--- config.mk ---
export PLATFORM = sky130hd
export DESIGN_NAME = stream_rr_arbiter
export DESIGN_NICKNAME = d
export VERILOG_FILES = /design/src/rtl/stream_rr_arbiter.sv
export SDC_FILE = /design/constraint.sdc
export NUM_CORES = 1
export LEC_CHECK = 0
export BUFFER_PORTS_ARGS = -buffer_cell sky130_fd_sc_hd__buf_4
export CAP_MARGIN = 20
export CORE_MARGIN = 1.5
export CORE_UTILIZATION = 38
export CTS_BUF_LIST = sky130_fd_sc_hd__clkbuf_4 sky130_fd_sc_hd__clkbuf_8 sky130_fd_sc_hd__clkbuf_16
export DETAILED_ROUTE_END_ITERATION = 10
export GPL_TIMING_DRIVEN = 0
export HOLD_SLACK_MARGIN = 0.06
export PLACE_DENSITY = 0.87
export SKIP_LAST_GASP = 1
export SYNTH_ARGS = -nofsm -noshare
export SYNTH_HDL_FRONTEND = slang
export SYNTH_SLANG_ARGS = --single-unit
--- constraint.sdc ---
create_clock -name clk -period 1.62 [get_ports clk]
set_input_delay 0.243 -clock clk [delete_from_list [all_inputs] [get_ports clk]]
set_output_delay 0.243 -clock clk [all_outputs]
set_load 0.01 [all_outputs]
--- src/rtl/stream_rr_arbiter.sv ---
// Rotating-priority arbiter feeding a single registered valid/ready output slot.
// Define STREAM_RR_ARBITER_PKT_LOCK_EN to hold the grant on one requester until its in_last beat.
module stream_rr_arbiter #(
  parameter int unsigned DATA_WIDTH = 8,
  parameter int unsigned NUM_REQ    = 4,
  parameter int unsigned LB_NUM_REQ = $clog2(NUM_REQ)
) (
  input  logic                          clk,
  input  logic                          rstn,
  input  logic                          clear,
  input  logic [NUM_REQ*DATA_WIDTH-1:0] in_data,
  input  logic [NUM_REQ-1:0]            in_valid,
  input  logic [NUM_REQ-1:0]            in_last,
  output logic [NUM_REQ-1:0]            in_ready,
  output logic [DATA_WIDTH-1:0]         out_data,
  output logic [LB_NUM_REQ-1:0]         out_id,
  output logic                          out_last,
  output logic                          out_valid,
  input  logic                          out_ready
);

  logic                  load;
  logic                  any_elig;
  logic                  xfer;
  logic [NUM_REQ-1:0]    elig;
  logic [LB_NUM_REQ-1:0] winner;
  logic [LB_NUM_REQ-1:0] winner_inc;
  logic [LB_NUM_REQ-1:0] ptr_q, ptr_d;
  logic                  lock_active;
  logic [LB_NUM_REQ-1:0] lock_owner;
  logic                  adv_ptr;

  assign load = !out_valid || out_ready;
  assign elig = lock_active ? (in_valid & (NUM_REQ'(1) << lock_owner)) : in_valid;

  // Circular scan starting at ptr; explicit wrap keeps non-power-of-two counts in range.
  always_comb begin
    int unsigned idx;
    any_elig = 1'b0;
    winner   = '0;
    idx      = 0;
    for (int unsigned k = 0; k < NUM_REQ; k++) begin
      idx = 32'(ptr_q) + k;
      if (idx >= NUM_REQ) idx = idx - NUM_REQ;
      if (!any_elig && elig[idx]) begin
        any_elig = 1'b1;
        winner   = LB_NUM_REQ'(idx);
      end
    end
  end

  assign winner_inc = (winner == LB_NUM_REQ'(NUM_REQ - 1)) ? '0 : winner + 1'b1;
  assign xfer       = load && !clear && any_elig;

  always_comb begin
    in_ready = '0;
    if (xfer) in_ready = NUM_REQ'(1) << winner;
  end

`ifdef STREAM_RR_ARBITER_PKT_LOCK_EN
  typedef enum logic [0:0] {StIdle, StLocked} lock_state_e;

  lock_state_e           state_q, state_d;
  logic [LB_NUM_REQ-1:0] owner_q, owner_d;

  always_ff @(posedge clk or negedge rstn) begin
    if (!rstn) begin
      state_q <= StIdle;
      owner_q <= '0;
    end else begin
      state_q <= state_d;
      owner_q <= owner_d;
    end
  end

  always_comb begin
    state_d = state_q;
    owner_d = owner_q;
    if (clear) begin
      state_d = StIdle;
      owner_d = '0;
    end else if (xfer) begin
      unique case (state_q)
        StIdle: begin
          if (!in_last[winner]) begin
            state_d = StLocked;
            owner_d = winner;
          end
        end
        StLocked: begin
          if (in_last[winner]) state_d = StIdle;
        end
        default: state_d = StIdle;
      endcase
    end
  end

  // Pointer only moves once a packet has ended, in either state.
  always_comb begin
    lock_active = (state_q == StLocked);
    lock_owner  = owner_q;
    adv_ptr     = in_last[winner];
  end
`else
  assign lock_active = 1'b0;
  assign lock_owner  = '0;
  assign adv_ptr     = 1'b1;
`endif

  always_comb begin
    ptr_d = ptr_q;
    if (clear)              ptr_d = '0;
    else if (xfer && adv_ptr) ptr_d = winner_inc;
  end

  always_ff @(posedge clk or negedge rstn) begin
    if (!rstn) ptr_q <= '0;
    else       ptr_q <= ptr_d;
  end

  always_ff @(posedge clk or negedge rstn) begin
    if (!rstn) begin
      out_valid <= 1'b0;
      out_data  <= '0;
      out_id    <= '0;
      out_last  <= 1'b0;
    end else if (clear) begin
      out_valid <= 1'b0;
      out_data  <= '0;
      out_id    <= '0;
      out_last  <= 1'b0;
    end else if (xfer) begin
      out_valid <= 1'b1;
      out_data  <= in_data[32'(winner)*DATA_WIDTH +: DATA_WIDTH];
      out_id    <= winner;
      out_last  <= in_last[winner];
    end else if (out_ready) begin
      out_valid <= 1'b0;
    end
  end

endmodule

==> impl_metrics.env <==
export IMPL_status="complete, but fails checks"
export IMPL_violations="setup timing"
export IMPL_multi_input_area_um2=713
export IMPL_stdcell_count=205
export IMPL_cts_root_buf="clkbuf_4"
export IMPL_ys_ff_latch=14
export IMPL_r2r_start="ptr_q[1]"
export IMPL_cts_buffer_depth=2
export IMPL_syn_num_nets=142
export IMPL_crit_path_max_fanout=5
export IMPL_portBuffers=59
export IMPL_cp_required_ns=1.38
export IMPL_start_util=0.403
export IMPL_drive_gt1_frac=0.617
export IMPL_synth_seq_area_share=0.351
export IMPL_fin_util=0.727
export IMPL_antenna_found_initial=0
export IMPL_cp_end_kind="output pin"
export IMPL_htreeDepth=1
export IMPL_min_path_type="input pin to flip-flop"
export IMPL_numCtsBuffers=3
export IMPL_maxCapViolCount=0
export IMPL_synth_cells=94
export IMPL_clkTransAtPathRegs_ns=0.10
export IMPL_die_w_um=54.3
export IMPL_dp_hpwl_um=1950
export IMPL_maxSlewHeadroom=0.673
export IMPL_fin_crit_ns=1.96
export IMPL_ys_warnings_count=0
export IMPL_vias_per_cell=5.22
export IMPL_worst_setup_path_type="flip-flop to output pin"
export IMPL_cts_sinks=14
export IMPL_grt_max_degree=15
export IMPL_place_congestion=0.768
export IMPL_r2r_cells=10
export IMPL_ys_types=24
export IMPL_final_area_mm2=0.00180
export IMPL_fin_crit_sh=1.21
export IMPL_num_vias=1071
export IMPL_grt_overflow=0
export IMPL_total_power_mw=1.41
export IMPL_core_mm2=0.00248
export IMPL_grt_use_total=0.236
export IMPL_finalMaxSlewViolations=0
export IMPL_dieArea_mm2=0.00294
export IMPL_tightestPinTransition_ns=0.490
export IMPL_io_pins=60
export IMPL_rsz0062_at_grt="yes"
export IMPL_finalSetupViolCount=14
export IMPL_nets=224
export IMPL_grt_pass1_vias=1065
export IMPL_hold_depth=3
export IMPL_finalSetupTns_ns=-3.54
export IMPL_synth_top_area_share=0.351
export IMPL_syn_cell_area_um2=998
export IMPL_timing_fmax_mhz=511
export IMPL_arrival_ns=1.71
export IMPL_yosysTopAreaCell="dfrtp_1"
export IMPL_syn2layout_area_growth_pct=80.3
export IMPL_die_height_um=54.3
export IMPL_synth_area_top_cells="dfrtp_1, mux2i_1, o221ai_1, nand3b_1, ha_1"
export IMPL_place_ws_ns=-0.254
export IMPL_drt_first_pass_iters=4
export IMPL_fillCellCount=168
export IMPL_placed_cells=183
export IMPL_hold_ws_ns=0.245
export IMPL_min_from="clear"
export IMPL_diodes=0
export IMPL_cellPowerDensity_mw_per_mm2=781
export IMPL_leakage_nw=0.858
export IMPL_peakVddDrop_mv=0.596
export IMPL_placed_area_mm2=0.00148
export IMPL_rows=18
export IMPL_final_hold_viol_count=0
export IMPL_finalWirelength_um=3260
export IMPL_insertion_delay_ns=0.28
export IMPL_grt_pass1_wl_um=4820
export IMPL_postSynthAreaPerCell_um2=10.6
export IMPL_finClkSkew_ns=0.0114
export IMPL_critPathLaunchType="flip-flop"
export IMPL_crit_start="ptr_q[1]"
export IMPL_ff_latch_area_um2=352
export IMPL_drc=0
export IMPL_final_antenna_net_count=0
export IMPL_wl_per_cell_um=15.9
export IMPL_cts_tree="yes"
export IMPL_setup_ws_ns=-0.337
export IMPL_drt_iter0_drc=16
where the power goes:
| part | switching, mW | leakage [nW] | internal [mW] |
|---|---|---|---|
| registers | 0.0345 | 0.181 | 0.398 |
| logic | 0.314 | 0.655 | 0.399 |
| clock network | 0.123 | 0.0210 | 0.137 |
| total | 0.472 | 0.858 | 0.934 |
critical path, cell delays in order (launching register included):
cell,delay (ns)
dfrtp_2,0.45
buf_4,0.15
nor3b_4,0.22
nor3_4,0.09
buf_6,0.14
ha_4,0.15
and2_4,0.13
buf_6,0.11
synth_stat cells (all sizes together):
cell type  count
mux2i         19
dfrtp         14
nand3b        10
nand2          9
o221ai         9
a21oi          8
and2           4
ha             4
buf            3
inv            3
nand2b         2
nor2           2
a21o           1
a2bb2oi        1
clkbuf         1
nor2b          1
nor3           1
nor3b          1
nor4           1
timing repair:
item | 4_1_cts | 5_1_grt
resized for setup | 24 | 9
hold buffers | 1 | 0
pin swaps | 8 | 7
setup buffers | 14 | 3
endpoints found under the setup margin | 10 | 15
hold endpoints to repair | 14 | 0
flip-flops by register name, indices dropped and copies added, names as in the netlist:
register   cells
out_data       8
out_id         2
ptr_q          2
out_last       1
out_valid      1
path summary, 6_finish.rpt:
check                              endpoint  slack [ns]
max in group asynchronous          ptr_q[1]        1.08
worst min register to register     out_last        0.53
worst max-delay path            in_ready[3]       -0.34
min in group asynchronous       out_data[6]        0.34
worst max register to register  out_data[0]       -0.26
worst min-delay path               ptr_q[0]        0.24
logic make-up after synthesis:
family | share of synthesized area
AO/OA/AOI/OAI | 0.143
adder cells (fa/ha/maj) | 0.0501
buffers and inverters | 0.0489
flip-flops | 0.351
multiplexers | 0.190
AND/OR/NAND/NOR | 0.217
cell type report:
cell class	count	share of cell area
inverters	3	0.00764
flip-flops and latches	14	0.195
multi-input cells	73	0.396
clock buffers	4	0.0202
repair buffers	77	0.337
plain buffers	4	0.0229
well taps	30	0.0208
routing by layer:
| metal | track usage | share of wire | vias up |
|---|---|---|---|
| li1 | - | - | 512 |
| met1 | 0.298 | 0.39 | 496 |
| met2 | 0.398 | 0.52 | 56 |
| met3 | 0.0464 | 0.066 | 7 |
| met4 | 0.0917 | 0.023 | 0 |
| met5 | 0 | 0 | - |
cells in the final DEF, fill, tap and decap left out, drive strengths merged, types with 2 or more instances in the layout:
master and n:
inv 3, clkbuf 5, and2 4, dfrtp 14, ha 4, a21oi 8, nand2b 2, nand2 9
nand3b 10, nor2 2, mux2i 19, buf 79, o221ai 9
No activity file was read; power rests on OpenSTA's default activity.
